===== src/rtl/iseq_scheduler_pkg.sv =====
// iseq_sched_pkg: shared types for the instruction-sequence scheduler.
// Holds the FSM state encoding, the requester identifiers and the default
// pad word that odd-length sequences are topped up with.
package iseq_sched_pkg;

  typedef enum logic [2:0] {
    ST_IDLE      = 3'd0,
    ST_LOAD      = 3'd1,
    ST_PAD       = 3'd2,
    ST_KICK      = 3'd3,
    ST_WAIT_BUSY = 3'd4,
    ST_DRAIN     = 3'd5
  } sched_state_e;

  typedef enum logic {
    REQ_HOST = 1'b0,
    REQ_MNT  = 1'b1
  } req_id_e;

  localparam int unsigned DEFAULT_MAX_SEQ_LEN = 64;
  localparam logic [31:0] DEFAULT_NOP         = 32'h0000_0000;

  // One-hot grant vector {mnt,host} for a requester id.
  function automatic logic [1:0] req_onehot(input req_id_e id);
    return (id == REQ_MNT) ? 2'b10 : 2'b01;
  endfunction

endpackage


===== src/rtl/iseq_scheduler_if.sv =====
// iseq_scheduler_if: bundles the host stream, the maintenance stream, the two
// instruction FIFO write ports and the dispatcher kick/busy pair.
// master = scheduler side, slave = everything around it.
interface iseq_scheduler_if;

  logic [31:0] host_instr;
  logic        host_valid;
  logic        host_last;
  logic        host_ready;

  logic [31:0] mnt_instr;
  logic        mnt_valid;
  logic        mnt_last;
  logic        mnt_urgent;
  logic        mnt_ready;

  logic        instr0_fifo_wr;
  logic [31:0] instr0_fifo_data;
  logic        instr0_fifo_full;
  logic        instr1_fifo_wr;
  logic [31:0] instr1_fifo_data;
  logic        instr1_fifo_full;

  logic        process_iseq;
  logic        dispatcher_busy;

  logic [1:0]  grant;
  logic        sched_idle;
  logic        seq_err;

  modport master (
    input  host_instr, host_valid, host_last,
    input  mnt_instr, mnt_valid, mnt_last, mnt_urgent,
    input  instr0_fifo_full, instr1_fifo_full, dispatcher_busy,
    output host_ready, mnt_ready,
    output instr0_fifo_wr, instr0_fifo_data, instr1_fifo_wr, instr1_fifo_data,
    output process_iseq, grant, sched_idle, seq_err
  );

  modport slave (
    output host_instr, host_valid, host_last,
    output mnt_instr, mnt_valid, mnt_last, mnt_urgent,
    output instr0_fifo_full, instr1_fifo_full, dispatcher_busy,
    input  host_ready, mnt_ready,
    input  instr0_fifo_wr, instr0_fifo_data, instr1_fifo_wr, instr1_fifo_data,
    input  process_iseq, grant, sched_idle, seq_err
  );

endinterface


===== src/rtl/iseq_scheduler_rr_arb2.sv =====
// rr_arb2: two-way round-robin arbiter with an urgent override for the
// maintenance requester. Purely combinational; the caller owns the pointer
// register and loads ptr_nxt_o whenever it takes the grant.
module rr_arb2
  import iseq_sched_pkg::*;
(
  input  logic [1:0] req_i,
  input  logic       urgent_i,
  input  req_id_e    ptr_i,
  output logic [1:0] grant_o,
  output req_id_e    ptr_nxt_o
);

  req_id_e winner;

  // Urgent maintenance first, then a lone requester, then the RR pointer breaks the tie.
  always_comb begin
    winner    = ptr_i;
    grant_o   = 2'b00;
    ptr_nxt_o = ptr_i;
    if (urgent_i && req_i[1]) begin
      winner = REQ_MNT;
    end else if (req_i == 2'b01) begin
      winner = REQ_HOST;
    end else if (req_i == 2'b10) begin
      winner = REQ_MNT;
    end
    if (req_i != 2'b00) begin
      grant_o   = req_onehot(winner);
      ptr_nxt_o = (winner == REQ_MNT) ? REQ_HOST : REQ_MNT;
    end
  end

endmodule


===== src/rtl/iseq_scheduler.sv =====
// iseq_scheduler: shares the two instruction FIFOs between the host stream and
// the maintenance requester, one whole sequence at a time. Beats alternate
// between instr0 (even) and instr1 (odd); odd-length sequences get a pad word
// in instr1, then the dispatcher is kicked once and must drain before the next
// grant. Optional statistics counters are built when ISEQ_SCHED_STATS_EN is
// defined.
module iseq_scheduler
  import iseq_sched_pkg::*;
#(
  parameter int unsigned MAX_SEQ_LEN = DEFAULT_MAX_SEQ_LEN,
  parameter logic [31:0] NOP_INSTR   = DEFAULT_NOP
) (
  input  logic              clk,
  input  logic              rst_n,
  iseq_scheduler_if.master  bus
`ifdef ISEQ_SCHED_STATS_EN
  ,
  output logic [15:0]       host_seq_cnt,
  output logic [15:0]       mnt_seq_cnt,
  output logic [15:0]       pad_cnt
`endif
);

  localparam int unsigned       CNT_W    = $clog2(MAX_SEQ_LEN + 1);
  localparam logic [CNT_W-1:0] LAST_IDX = CNT_W'(MAX_SEQ_LEN - 1);

  sched_state_e     state_q, state_d;
  req_id_e          owner_q, owner_d;
  req_id_e          rr_ptr_q, rr_ptr_d;
  logic [1:0]       grant_q, grant_d;
  logic [CNT_W-1:0] count_q, count_d;
  logic             seq_err_q, seq_err_d;

  logic [1:0]       arb_grant;
  req_id_e          arb_ptr_nxt;

  logic             owner_valid;
  logic             owner_last;
  logic [31:0]      owner_instr;
  logic             target_full;
  logic             owner_ready;
  logic             beat_acc;
  logic             seq_end;
  logic             pad_wr;

  rr_arb2 u_arb (
    .req_i     ({bus.mnt_valid, bus.host_valid}),
    .urgent_i  (bus.mnt_urgent),
    .ptr_i     (rr_ptr_q),
    .grant_o   (arb_grant),
    .ptr_nxt_o (arb_ptr_nxt)
  );

  // Select the granted requester's beat and decide whether it is taken this cycle.
  always_comb begin
    owner_valid = (owner_q == REQ_MNT) ? bus.mnt_valid : bus.host_valid;
    owner_last  = (owner_q == REQ_MNT) ? bus.mnt_last  : bus.host_last;
    owner_instr = (owner_q == REQ_MNT) ? bus.mnt_instr : bus.host_instr;
    target_full = count_q[0] ? bus.instr1_fifo_full : bus.instr0_fifo_full;
    owner_ready = (state_q == ST_LOAD) && !target_full;
    beat_acc    = owner_ready && owner_valid;
    seq_end     = beat_acc && (owner_last || (count_q == LAST_IDX));
    pad_wr      = (state_q == ST_PAD) && !bus.instr1_fifo_full;
  end

  assign bus.host_ready       = owner_ready && (owner_q == REQ_HOST);
  assign bus.mnt_ready        = owner_ready && (owner_q == REQ_MNT);
  assign bus.instr0_fifo_wr   = beat_acc && !count_q[0];
  assign bus.instr0_fifo_data = owner_instr;
  assign bus.instr1_fifo_wr   = (beat_acc && count_q[0]) || pad_wr;
  assign bus.instr1_fifo_data = (state_q == ST_PAD) ? NOP_INSTR : owner_instr;
  assign bus.process_iseq     = (state_q == ST_KICK);
  assign bus.grant            = grant_q;
  assign bus.sched_idle       = (state_q == ST_IDLE);
  assign bus.seq_err          = seq_err_q;

  // Next-state logic for the sequencing FSM and its bookkeeping registers.
  always_comb begin
    state_d   = state_q;
    owner_d   = owner_q;
    rr_ptr_d  = rr_ptr_q;
    grant_d   = grant_q;
    count_d   = count_q;
    seq_err_d = seq_err_q;
    unique case (state_q)
      ST_IDLE: begin
        if (arb_grant != 2'b00) begin
          grant_d  = arb_grant;
          owner_d  = arb_grant[1] ? REQ_MNT : REQ_HOST;
          rr_ptr_d = arb_ptr_nxt;
          count_d  = '0;
          state_d  = ST_LOAD;
        end
      end
      ST_LOAD: begin
        if (beat_acc) begin
          count_d = count_q + CNT_W'(1);
          if (seq_end) begin
            if (!owner_last) begin
              seq_err_d = 1'b1;
            end
            state_d = count_q[0] ? ST_KICK : ST_PAD;
          end
        end
      end
      ST_PAD: begin
        if (!bus.instr1_fifo_full) begin
          state_d = ST_KICK;
        end
      end
      ST_KICK: begin
        state_d = ST_WAIT_BUSY;
      end
      ST_WAIT_BUSY: begin
        if (bus.dispatcher_busy) begin
          state_d = ST_DRAIN;
        end
      end
      ST_DRAIN: begin
        if (!bus.dispatcher_busy) begin
          state_d = ST_IDLE;
          count_d = '0;
          grant_d = 2'b00;
        end
      end
      default: begin
        state_d = ST_IDLE;
      end
    endcase
  end

  // FSM state and registered outputs; reset returns everything to idle at once.
  always_ff @(posedge clk or negedge rst_n) begin
    if (!rst_n) begin
      state_q   <= ST_IDLE;
      owner_q   <= REQ_HOST;
      rr_ptr_q  <= REQ_HOST;
      grant_q   <= 2'b00;
      count_q   <= '0;
      seq_err_q <= 1'b0;
    end else begin
      state_q   <= state_d;
      owner_q   <= owner_d;
      rr_ptr_q  <= rr_ptr_d;
      grant_q   <= grant_d;
      count_q   <= count_d;
      seq_err_q <= seq_err_d;
    end
  end

`ifdef ISEQ_SCHED_STATS_EN
  logic [15:0] host_cnt_q, mnt_cnt_q, pad_cnt_q;
  logic        kick_entry, pad_entry;

  assign kick_entry = (state_d == ST_KICK) && (state_q != ST_KICK);
  assign pad_entry  = (state_d == ST_PAD)  && (state_q != ST_PAD);

  // Saturating counts of kicked sequences per owner and of pad insertions.
  always_ff @(posedge clk or negedge rst_n) begin
    if (!rst_n) begin
      host_cnt_q <= 16'd0;
      mnt_cnt_q  <= 16'd0;
      pad_cnt_q  <= 16'd0;
    end else begin
      if (kick_entry && (owner_q == REQ_HOST) && (host_cnt_q != 16'hFFFF)) begin
        host_cnt_q <= host_cnt_q + 16'd1;
      end
      if (kick_entry && (owner_q == REQ_MNT) && (mnt_cnt_q != 16'hFFFF)) begin
        mnt_cnt_q <= mnt_cnt_q + 16'd1;
      end
      if (pad_entry && (pad_cnt_q != 16'hFFFF)) begin
        pad_cnt_q <= pad_cnt_q + 16'd1;
      end
    end
  end

  assign host_seq_cnt = host_cnt_q;
  assign mnt_seq_cnt  = mnt_cnt_q;
  assign pad_cnt      = pad_cnt_q;
`endif

endmodule


===== src/flat_wrapper.sv =====
// flat-port wrapper written by rule: the top's interface ports become plain ports
module iseq_scheduler_flat import iseq_sched_pkg::*;
#(
  parameter int unsigned MAX_SEQ_LEN = DEFAULT_MAX_SEQ_LEN,
  parameter logic [31:0] NOP_INSTR   = DEFAULT_NOP
)
  (clk, rst_n, bus_host_instr, bus_host_valid, bus_host_last, bus_mnt_instr, bus_mnt_valid, bus_mnt_last, bus_mnt_urgent, bus_instr0_fifo_full, bus_instr1_fifo_full, bus_dispatcher_busy, bus_host_ready, bus_mnt_ready, bus_instr0_fifo_wr, bus_instr0_fifo_data, bus_instr1_fifo_wr, bus_instr1_fifo_data, bus_process_iseq, bus_grant, bus_sched_idle, bus_seq_err);
  iseq_scheduler_if bus_i ();
  input  logic clk;
  input  logic rst_n;
  input wire logic [$bits(bus_i.host_instr)-1:0] bus_host_instr;
  input wire logic [$bits(bus_i.host_valid)-1:0] bus_host_valid;
  input wire logic [$bits(bus_i.host_last)-1:0] bus_host_last;
  input wire logic [$bits(bus_i.mnt_instr)-1:0] bus_mnt_instr;
  input wire logic [$bits(bus_i.mnt_valid)-1:0] bus_mnt_valid;
  input wire logic [$bits(bus_i.mnt_last)-1:0] bus_mnt_last;
  input wire logic [$bits(bus_i.mnt_urgent)-1:0] bus_mnt_urgent;
  input wire logic [$bits(bus_i.instr0_fifo_full)-1:0] bus_instr0_fifo_full;
  input wire logic [$bits(bus_i.instr1_fifo_full)-1:0] bus_instr1_fifo_full;
  input wire logic [$bits(bus_i.dispatcher_busy)-1:0] bus_dispatcher_busy;
  output wire logic [$bits(bus_i.host_ready)-1:0] bus_host_ready;
  output wire logic [$bits(bus_i.mnt_ready)-1:0] bus_mnt_ready;
  output wire logic [$bits(bus_i.instr0_fifo_wr)-1:0] bus_instr0_fifo_wr;
  output wire logic [$bits(bus_i.instr0_fifo_data)-1:0] bus_instr0_fifo_data;
  output wire logic [$bits(bus_i.instr1_fifo_wr)-1:0] bus_instr1_fifo_wr;
  output wire logic [$bits(bus_i.instr1_fifo_data)-1:0] bus_instr1_fifo_data;
  output wire logic [$bits(bus_i.process_iseq)-1:0] bus_process_iseq;
  output wire logic [$bits(bus_i.grant)-1:0] bus_grant;
  output wire logic [$bits(bus_i.sched_idle)-1:0] bus_sched_idle;
  output wire logic [$bits(bus_i.seq_err)-1:0] bus_seq_err;
  assign bus_i.host_instr = bus_host_instr;
  assign bus_i.host_valid = bus_host_valid;
  assign bus_i.host_last = bus_host_last;
  assign bus_i.mnt_instr = bus_mnt_instr;
  assign bus_i.mnt_valid = bus_mnt_valid;
  assign bus_i.mnt_last = bus_mnt_last;
  assign bus_i.mnt_urgent = bus_mnt_urgent;
  assign bus_i.instr0_fifo_full = bus_instr0_fifo_full;
  assign bus_i.instr1_fifo_full = bus_instr1_fifo_full;
  assign bus_i.dispatcher_busy = bus_dispatcher_busy;
  assign bus_host_ready = bus_i.host_ready;
  assign bus_mnt_ready = bus_i.mnt_ready;
  assign bus_instr0_fifo_wr = bus_i.instr0_fifo_wr;
  assign bus_instr0_fifo_data = bus_i.instr0_fifo_data;
  assign bus_instr1_fifo_wr = bus_i.instr1_fifo_wr;
  assign bus_instr1_fifo_data = bus_i.instr1_fifo_data;
  assign bus_process_iseq = bus_i.process_iseq;
  assign bus_grant = bus_i.grant;
  assign bus_sched_idle = bus_i.sched_idle;
  assign bus_seq_err = bus_i.seq_err;
  iseq_scheduler #(.MAX_SEQ_LEN(MAX_SEQ_LEN), .NOP_INSTR(NOP_INSTR)) u_core (.clk(clk), .rst_n(rst_n), .bus(bus_i));
endmodule

===== config.mk =====
export PLATFORM = sky130hd
export DESIGN_NAME = iseq_scheduler_flat
export DESIGN_NICKNAME = d
export VERILOG_FILES = /design/src/rtl/iseq_scheduler_pkg.sv /design/src/rtl/iseq_scheduler_if.sv /design/src/rtl/iseq_scheduler_rr_arb2.sv /design/src/rtl/iseq_scheduler.sv /design/src/flat_wrapper.sv
export SDC_FILE = /design/constraint.sdc
export NUM_CORES = 1
export LEC_CHECK = 0
export CELL_PAD_IN_SITES_DETAIL_PLACEMENT = 1
export CELL_PAD_IN_SITES_GLOBAL_PLACEMENT = 1
export CORE_AREA = 3 3 82 104
export CTS_CLUSTER_SIZE = 16
export DETAILED_ROUTE_END_ITERATION = 10
export DIE_AREA = 0 0 85 107
export PLACE_DENSITY_LB_ADDON = 0.3
export SYNTH_ARGS = -nofsm -noshare
export SYNTH_HDL_FRONTEND = slang
export SYNTH_HIERARCHICAL = 1
export SYNTH_SLANG_ARGS = --single-unit

===== constraint.sdc =====
create_clock -name clk -period 2.14 [get_ports clk]
set_input_delay 0.428 -clock clk [delete_from_list [all_inputs] [get_ports clk]]
set_output_delay 0.428 -clock clk [all_outputs]
set_load 0.02 [all_outputs]

==> results_dict.tcl, run 1 <==
set metrics [dict create \
    p_comb_frac 0.802 \
    hold_path.class "reg2reg" \
    synth-async-reset-ratio 1.00 \
    worst_slew_pin_slew_ns 0.286 \
    antenna_found_initial 1 \
    yosysWarnings 6 \
    synth_area_leaders "mux2_2 27%, dfrtp_1 26%, nor2b_1 14%" \
    finalNonFillerCells 425 \
    min_from "u_core/bus.seq_err$_DFFE_PN0P_" \
    start_util 0.186 \
    finalMaxSlewViolations 0 \
    fmax_mhz 483 \
    cts.sinks 15 \
    maxCapViolCount 0 \
    switching_share 0.467 \
    period_needed_ns 2.07 \
    syn_avg_cell_area_um2 8.74 \
    pin_count 147 \
    slowest_stage "dfrtp_1" \
    status "complete, no violations" \
    timing.final.ws_setup_ns 0.0704 \
    grt_pass1_wl_mm 10.9 \
    grt_pass1_vias 2056 \
    ir_drop_mv 0.542 \
    cts_root_buffer "clkbuf_8" \
    pwr-share-clk 0.069 \
    areaGrowthSynthToFinish_pct 125 \
    clkLatencyLatePin_ns 0.25 \
    synth.distinct_cells 35 \
    crit_start "u_core/state_q[0]$_DFFE_PN0P_" \
    track_usage 0.150 \
    cts_tree "built" \
    setup_viol 0 \
    crit_fanout 14 \
    core_area_um2 7700 \
    die_x_um 85 \
    synth_fp_nets 239 \
    grt_max_degree 18 \
    path_buf_inv 5 \
    cts_buffers 3 \
    p_seq_frac 0.129 \
    dp_worst_setup_slack_ns -0.348 \
    r2r_start "u_core/owner_q$_DFFE_PN0P_" \
    final-hold-violation-count 0 \
    wirelength_mm 7.05 \
    firstDrtPassIters 4 \
    die_y_um 107 \
    ys_ff_latch 15 \
    power_density_nw_per_um2 1070 \
    vias 1890 \
    crit_chain "inv_1 -> nand2_1 -> buf_4 -> nor2_4 -> buf_6 -> buf_12 -> nor2b_1 -> clkdlybuf4s15_2" \
    yosysSeqAreaShare 0.262 \
    portBuffers 146 \
    p_int_w 0.00183 \
    mostFrequentLayoutCells "76 x clkdlybuf4s50_1, 34 x mux2_2, 33 x dlygate4sd2_1" \
    antenna_left 0 \
    dp_hpwl_mm 5.73 \
    leakage_nw 1.40 \
    synth_top_area_cell "mux2_2" \
    critPathMaxStageDelay_ns 0.39 \
    gp_congestion 0.844 \
    worstSetupEndpointType "primary output" \
    mostFrequentLayoutCell "clkdlybuf4s50_1" \
    syn_inst 164 \
    worstPathRequired_ns 1.71 \
    viasPerCell 4.45 \
    slew_headroom 0.809 \
    synthFlopType "dfrtp_1" \
    synth_top_area_frac 0.267 \
    first_iter_violations 28 \
    cp.arrival_ns 1.64 \
    worstSetupPathType "reg2out" \
    fin_crit_sh 0.967 \
    netSwitchingPower_w 0.00160 \
    clockBufferDepth 2 \
    overflow 0 \
    synth_edf_count 0 \
    drive_above_1_share 0.327 \
    wire_per_inst_um 16.6 \
    cp_top_family "buffers and inverters" \
    synth_area_um2 1430 \
    diodes 0 \
    clkTransAtPathRegs_ns 0.07 \
    die_area_um2 9100 \
    drc_errors 0 \
    skew_ns 0.00609 \
    worstSetupStartpointType "flip-flop" \
    dp_cells 416 \
    rows 36 \
    ctsHtreeMaxLevel 1 \
    final_nets 406 \
]
-- logic make-up after synthesis --
kind of cell,after synthesis,share of synthesized area
AO/OA/AOI/OAI,27,0.120
XOR/XNOR,1,0.00611
adder cells (fa/ha/maj),1,0.00872
buffers and inverters,17,0.0463
flip-flops,15,0.262
multiplexers,37,0.288
AND/OR/NAND/NOR,66,0.269
-- area by class of cell --
cell class	instances	area, um2
Timing Repair Buffer	172	1650
Clock inverter	1	5.00
Tap cell	95	119
Clock buffer	3	41.3
Multi-Input combinational cell	132	1000
Inverter	7	26.3
Fill cell	923	4480
Sequential cell	15	377
-- worst reg2reg max path, stage by stage (launching register included) --
cell,delay (ns)
dfrtp_2,0.46
buf_4,0.16
mux2_2,0.25
nand3_2,0.13
buf_4,0.21
or4_1,0.50
a21oi_1,0.15
-- worst paths after layout --
check / cells after the start / slack (ns) / to
max: 8 / 0.07 / bus_instr1_fifo_data[8]
min in group asynchronous: 2 / 0.49 / u_core/count_q[0]$_DFFE_PN0P_
max in group asynchronous: 2 / 1.44 / u_core/owner_q$_DFFE_PN0P_
min reg2reg: 2 / 0.48 / u_core/bus.seq_err$_DFFE_PN0P_
min: 2 / 0.48 / u_core/bus.seq_err$_DFFE_PN0P_
max reg2reg: 6 / 0.20 / u_core/count_q[6]$_DFFE_PN0P_
-- metrics by stage --
stage | setup TNS [ns] | utilization | hold slack (ns) | power, W | instance area (um2)
after detailed placement | -3.49 | 0.410 | 0.469 | 0.00336 | 3160
final | 0 | 0.418 | 0.478 | 0.00343 | 3220
after CTS | -0.00207 | 0.424 | 0.486 | 0.00350 | 3270
after floorplan | 0 | - | 0.132 | 0.00192 | 1430
after global routing | -0.0113 | 0.418 | 0.516 | 0.00366 | 3220
after global placement | -2.76 | 0.410 | 0.458 | 0.00333 | 3160
-- Yosys cell counts, types with 2 or more instances --
| cell type | number |
|---|---|
| a21oi_1 | 5 |
| buf_1 | 3 |
| buf_2 | 2 |
| clkbuf_1 | 5 |
| dfrtp_1 | 15 |
| inv_1 | 7 |
| mux2_2 | 34 |
| mux2i_1 | 3 |
| nand2_1 | 9 |
| nand3_1 | 3 |
| nor2_1 | 7 |
| nor2b_1 | 32 |
| nor3_1 | 3 |
| o21a_1 | 2 |
| o21ai_0 | 9 |
| o21bai_1 | 2 |
| o31ai_1 | 2 |
| or3_1 | 4 |
-- timing repair --
item                       4_1_cts  5_1_grt
setup endpoints to repair       69       35
gates resized for setup        141       15
hold buffers                     0        0
setup buffers                    2        1
pin swaps                        1        0
gates cloned                     2        0
-- power by group through the flow --
stage	Combinational (W)	Clock [W]	Sequential (W)
after floorplan	0.00148	0	0.000444
after global placement	0.00290	0	0.000439
after detailed placement	0.00292	0	0.000442
after CTS	0.00281	0.000241	0.000449
after global routing	0.00295	0.000253	0.000460
final	0.00275	0.000236	0.000443
-- flip-flops by register name, summed over array words and instances (netlist names) --
register	cells
u_core/bus.seq_err	1
u_core/count_q	7
u_core/owner_q	1
u_core/bus.grant	2
u_core/state_q	3
u_core/rr_ptr_q	1
-- routing by layer --
metal,GRT usage,share of wire
met2,0.284,0.52
met1,0.168,0.37
met5,0,0.0011
met3,0.0453,0.11
met4,0.0170,0.0035
Power figures use the tool's default switching activity.
==> inputs of run 2 (changes only) <==
--- a/config.mk
+++ b/config.mk
@@ -12,6 +12,7 @@
 export DETAILED_ROUTE_END_ITERATION = 10
 export DIE_AREA = 0 0 85 107
 export PLACE_DENSITY_LB_ADDON = 0.3
+export REMOVE_ABC_BUFFERS = 1
 export SYNTH_ARGS = -nofsm -noshare
 export SYNTH_HDL_FRONTEND = slang
 export SYNTH_HIERARCHICAL = 1
==> run 2 against run 1 <==
Net effect: non-clock buffer count up 2; critical path type is now in2out; count of clock-buffer cells in the layout up 1; highest routed layer is now met4; hold slack worse by 0.0055 ns; largest power group unchanged.
==> results_dict.tcl, run 2 (synthesized netlist as in run 1, its figures left out) <==
set metrics [dict create \
    slowest_stage "clkdlybuf4s50_1" \
    clockBufferDepth 2 \
    p_comb_frac 0.801 \
    worstPathRequired_ns 1.71 \
    grt_pass1_vias 2130 \
    cts_buffers 3 \
    crit_fanout 3 \
    ir_drop_mv 0.427 \
    finalMaxSlewViolations 0 \
    cts_tree "built" \
    dp_hpwl_mm 6.19 \
    crit_chain "clkdlybuf4s50_1 -> mux2i_2 -> buf_4 -> and3_1 -> clkdlybuf4s15_2" \
    top_register "u_core/count_q" \
    switching_share 0.473 \
    largest_reg_flops 7 \
    drc_errors 0 \
    p_seq_frac 0.132 \
    power_density_nw_per_um2 1100 \
    cts_root_buffer "clkbuf_8" \
    cp_top_family "buffers and inverters" \
    maxCapViolCount 0 \
    skew_ns 0.000501 \
    leakage_nw 1.39 \
    post-route-util 0.407 \
    netSwitchingPower_w 0.00163 \
    mostFrequentLayoutCell "clkdlybuf4s50_1" \
    path_buf_inv 3 \
    wirelength_mm 7.48 \
    antenna_left 0 \
    cts_hold_buffers 0 \
    fin_crit_sh 0.980 \
    mostFrequentLayoutCells "76 x clkdlybuf4s50_1, 34 x mux2_2, 32 x dlygate4sd2_1, 32 x nor2b_1, 25 x buf_4" \
    rows 36 \
    worst_slew_pin_slew_ns 0.728 \
    fin_hold_ws_ns 0.473 \
    status "complete, no violations" \
    hold_path.class "reg2reg" \
    drive_above_1_share 0.304 \
    portBuffers 146 \
    worstSetupEndpointType "primary output" \
    clkTransAtPathRegs_ns 0.06 \
    areaGrowthSynthToFinish_pct 118 \
    final-hold-violation-count 0 \
    die_x_um 85 \
    fmax_mhz 477 \
    start_util 0.186 \
    firstDrtPassIters 4 \
    pwr-share-clk 0.067 \
    grt_pass1_wl_mm 11.3 \
    worstSetupPathType "in2out" \
    antenna_found_initial 0 \
    grt_max_degree 32 \
    wire_per_inst_um 17.5 \
    final_nets 408 \
    timing.final.ws_setup_ns 0.0429 \
    period_needed_ns 2.10 \
    track_usage 0.160 \
    p_int_w 0.00182 \
    viasPerCell 4.48 \
    core_area_um2 7700 \
    critPathMaxStageDelay_ns 0.44 \
    pin_count 147 \
    clkLatencyLatePin_ns 0.24 \
    rsz0062_at_grt "no" \
    vias 1919 \
    gp_congestion 0.848 \
    worstSetupStartpointType "input pin" \
    cp.arrival_ns 1.67 \
    cts.sinks 15 \
    first_iter_violations 38 \
    die_y_um 107 \
    die_area_um2 9100 \
    dp_worst_setup_slack_ns -0.306 \
    slew_headroom 0.513 \
    setup_viol 0 \
    overflow 0 \
    ctsHtreeMaxLevel 1 \
]
## run 2: repair_timing
action | CTS | global route
cloned | 1 | 0
setup endpoints to repair | 70 | 38
endpoints found under the hold margin | 0 | 0
buffers inserted | 1 | 2
resized for setup | 105 | 47
## run 2: path summary, 6_finish.rpt
check                                                from                             end  slack, ns  cells past startpoint
max in group asynchronous                           rst_n   u_core/state_q[1]$_DFFE_PN0P_       1.02                      1
max                                  bus_instr1_fifo_full                   bus_mnt_ready       0.04                      5
min                        u_core/bus.seq_err$_DFFE_PN0P_  u_core/bus.seq_err$_DFFE_PN0P_       0.47                      2
max reg2reg                 u_core/state_q[2]$_DFFE_PN0P_   u_core/count_q[6]$_DFFE_PN0P_       0.34                      5
min reg2reg                u_core/bus.seq_err$_DFFE_PN0P_  u_core/bus.seq_err$_DFFE_PN0P_       0.47                      2
min in group asynchronous                           rst_n   u_core/count_q[3]$_DFFE_PN0P_       0.62                      1
## run 2: metrics by stage
step | total power [W] | cell area [um2] | instances | TNS, ns
6_report | 0.00345 | 3130 | 428 | 0
2_1_floorplan | 0.00189 | 1390 | 154 | -5.83
5_1_grt | 0.00369 | 3130 | 427 | 0
3_5_place_dp | 0.00343 | 3180 | 419 | -4.13
3_3_place_gp | 0.00341 | 3180 | 419 | -3.44
4_1_cts | 0.00351 | 3210 | 425 | -0.0441
## run 2: final cells by class
cell class | instances | area (um2)
fillers | 909 | 4570
repair buffers | 174 | 1560
inverters | 7 | 26.3
flip-flops and latches | 15 | 378
clock buffers | 4 | 45.0
diodes | 1 | 2.50
well taps | 95 | 119
multi-input cells | 132 | 998
## run 2: layer usage
layer  track usage  up-vias  wire length, um
met4        0.0362        0              104
met2         0.268      107             3570
li1              -      908                -
met5             0        -                0
met1         0.179      896             2750
met3        0.0822        8             1060
## run 2: worst register-to-register path, delay by kind of cell, from the launching register on
family                 cells  cell delay (ns)
and+or+nand+nor            3             0.90
AOI/OAI and AO/OA          1             0.16
DFF                        1             0.49
buffers and inverters      1             0.20
## run 2: power by group through the flow
stage	Clock (W)	Sequential (W)	Combinational, W
CTS	0.000239	0.000455	0.00282
global route	0.000254	0.000469	0.00297
global placement	0	0.000449	0.00296
finish	0.000231	0.000456	0.00276
floorplan	0	0.000547	0.00134
detailed placement	0	0.000447	0.00298
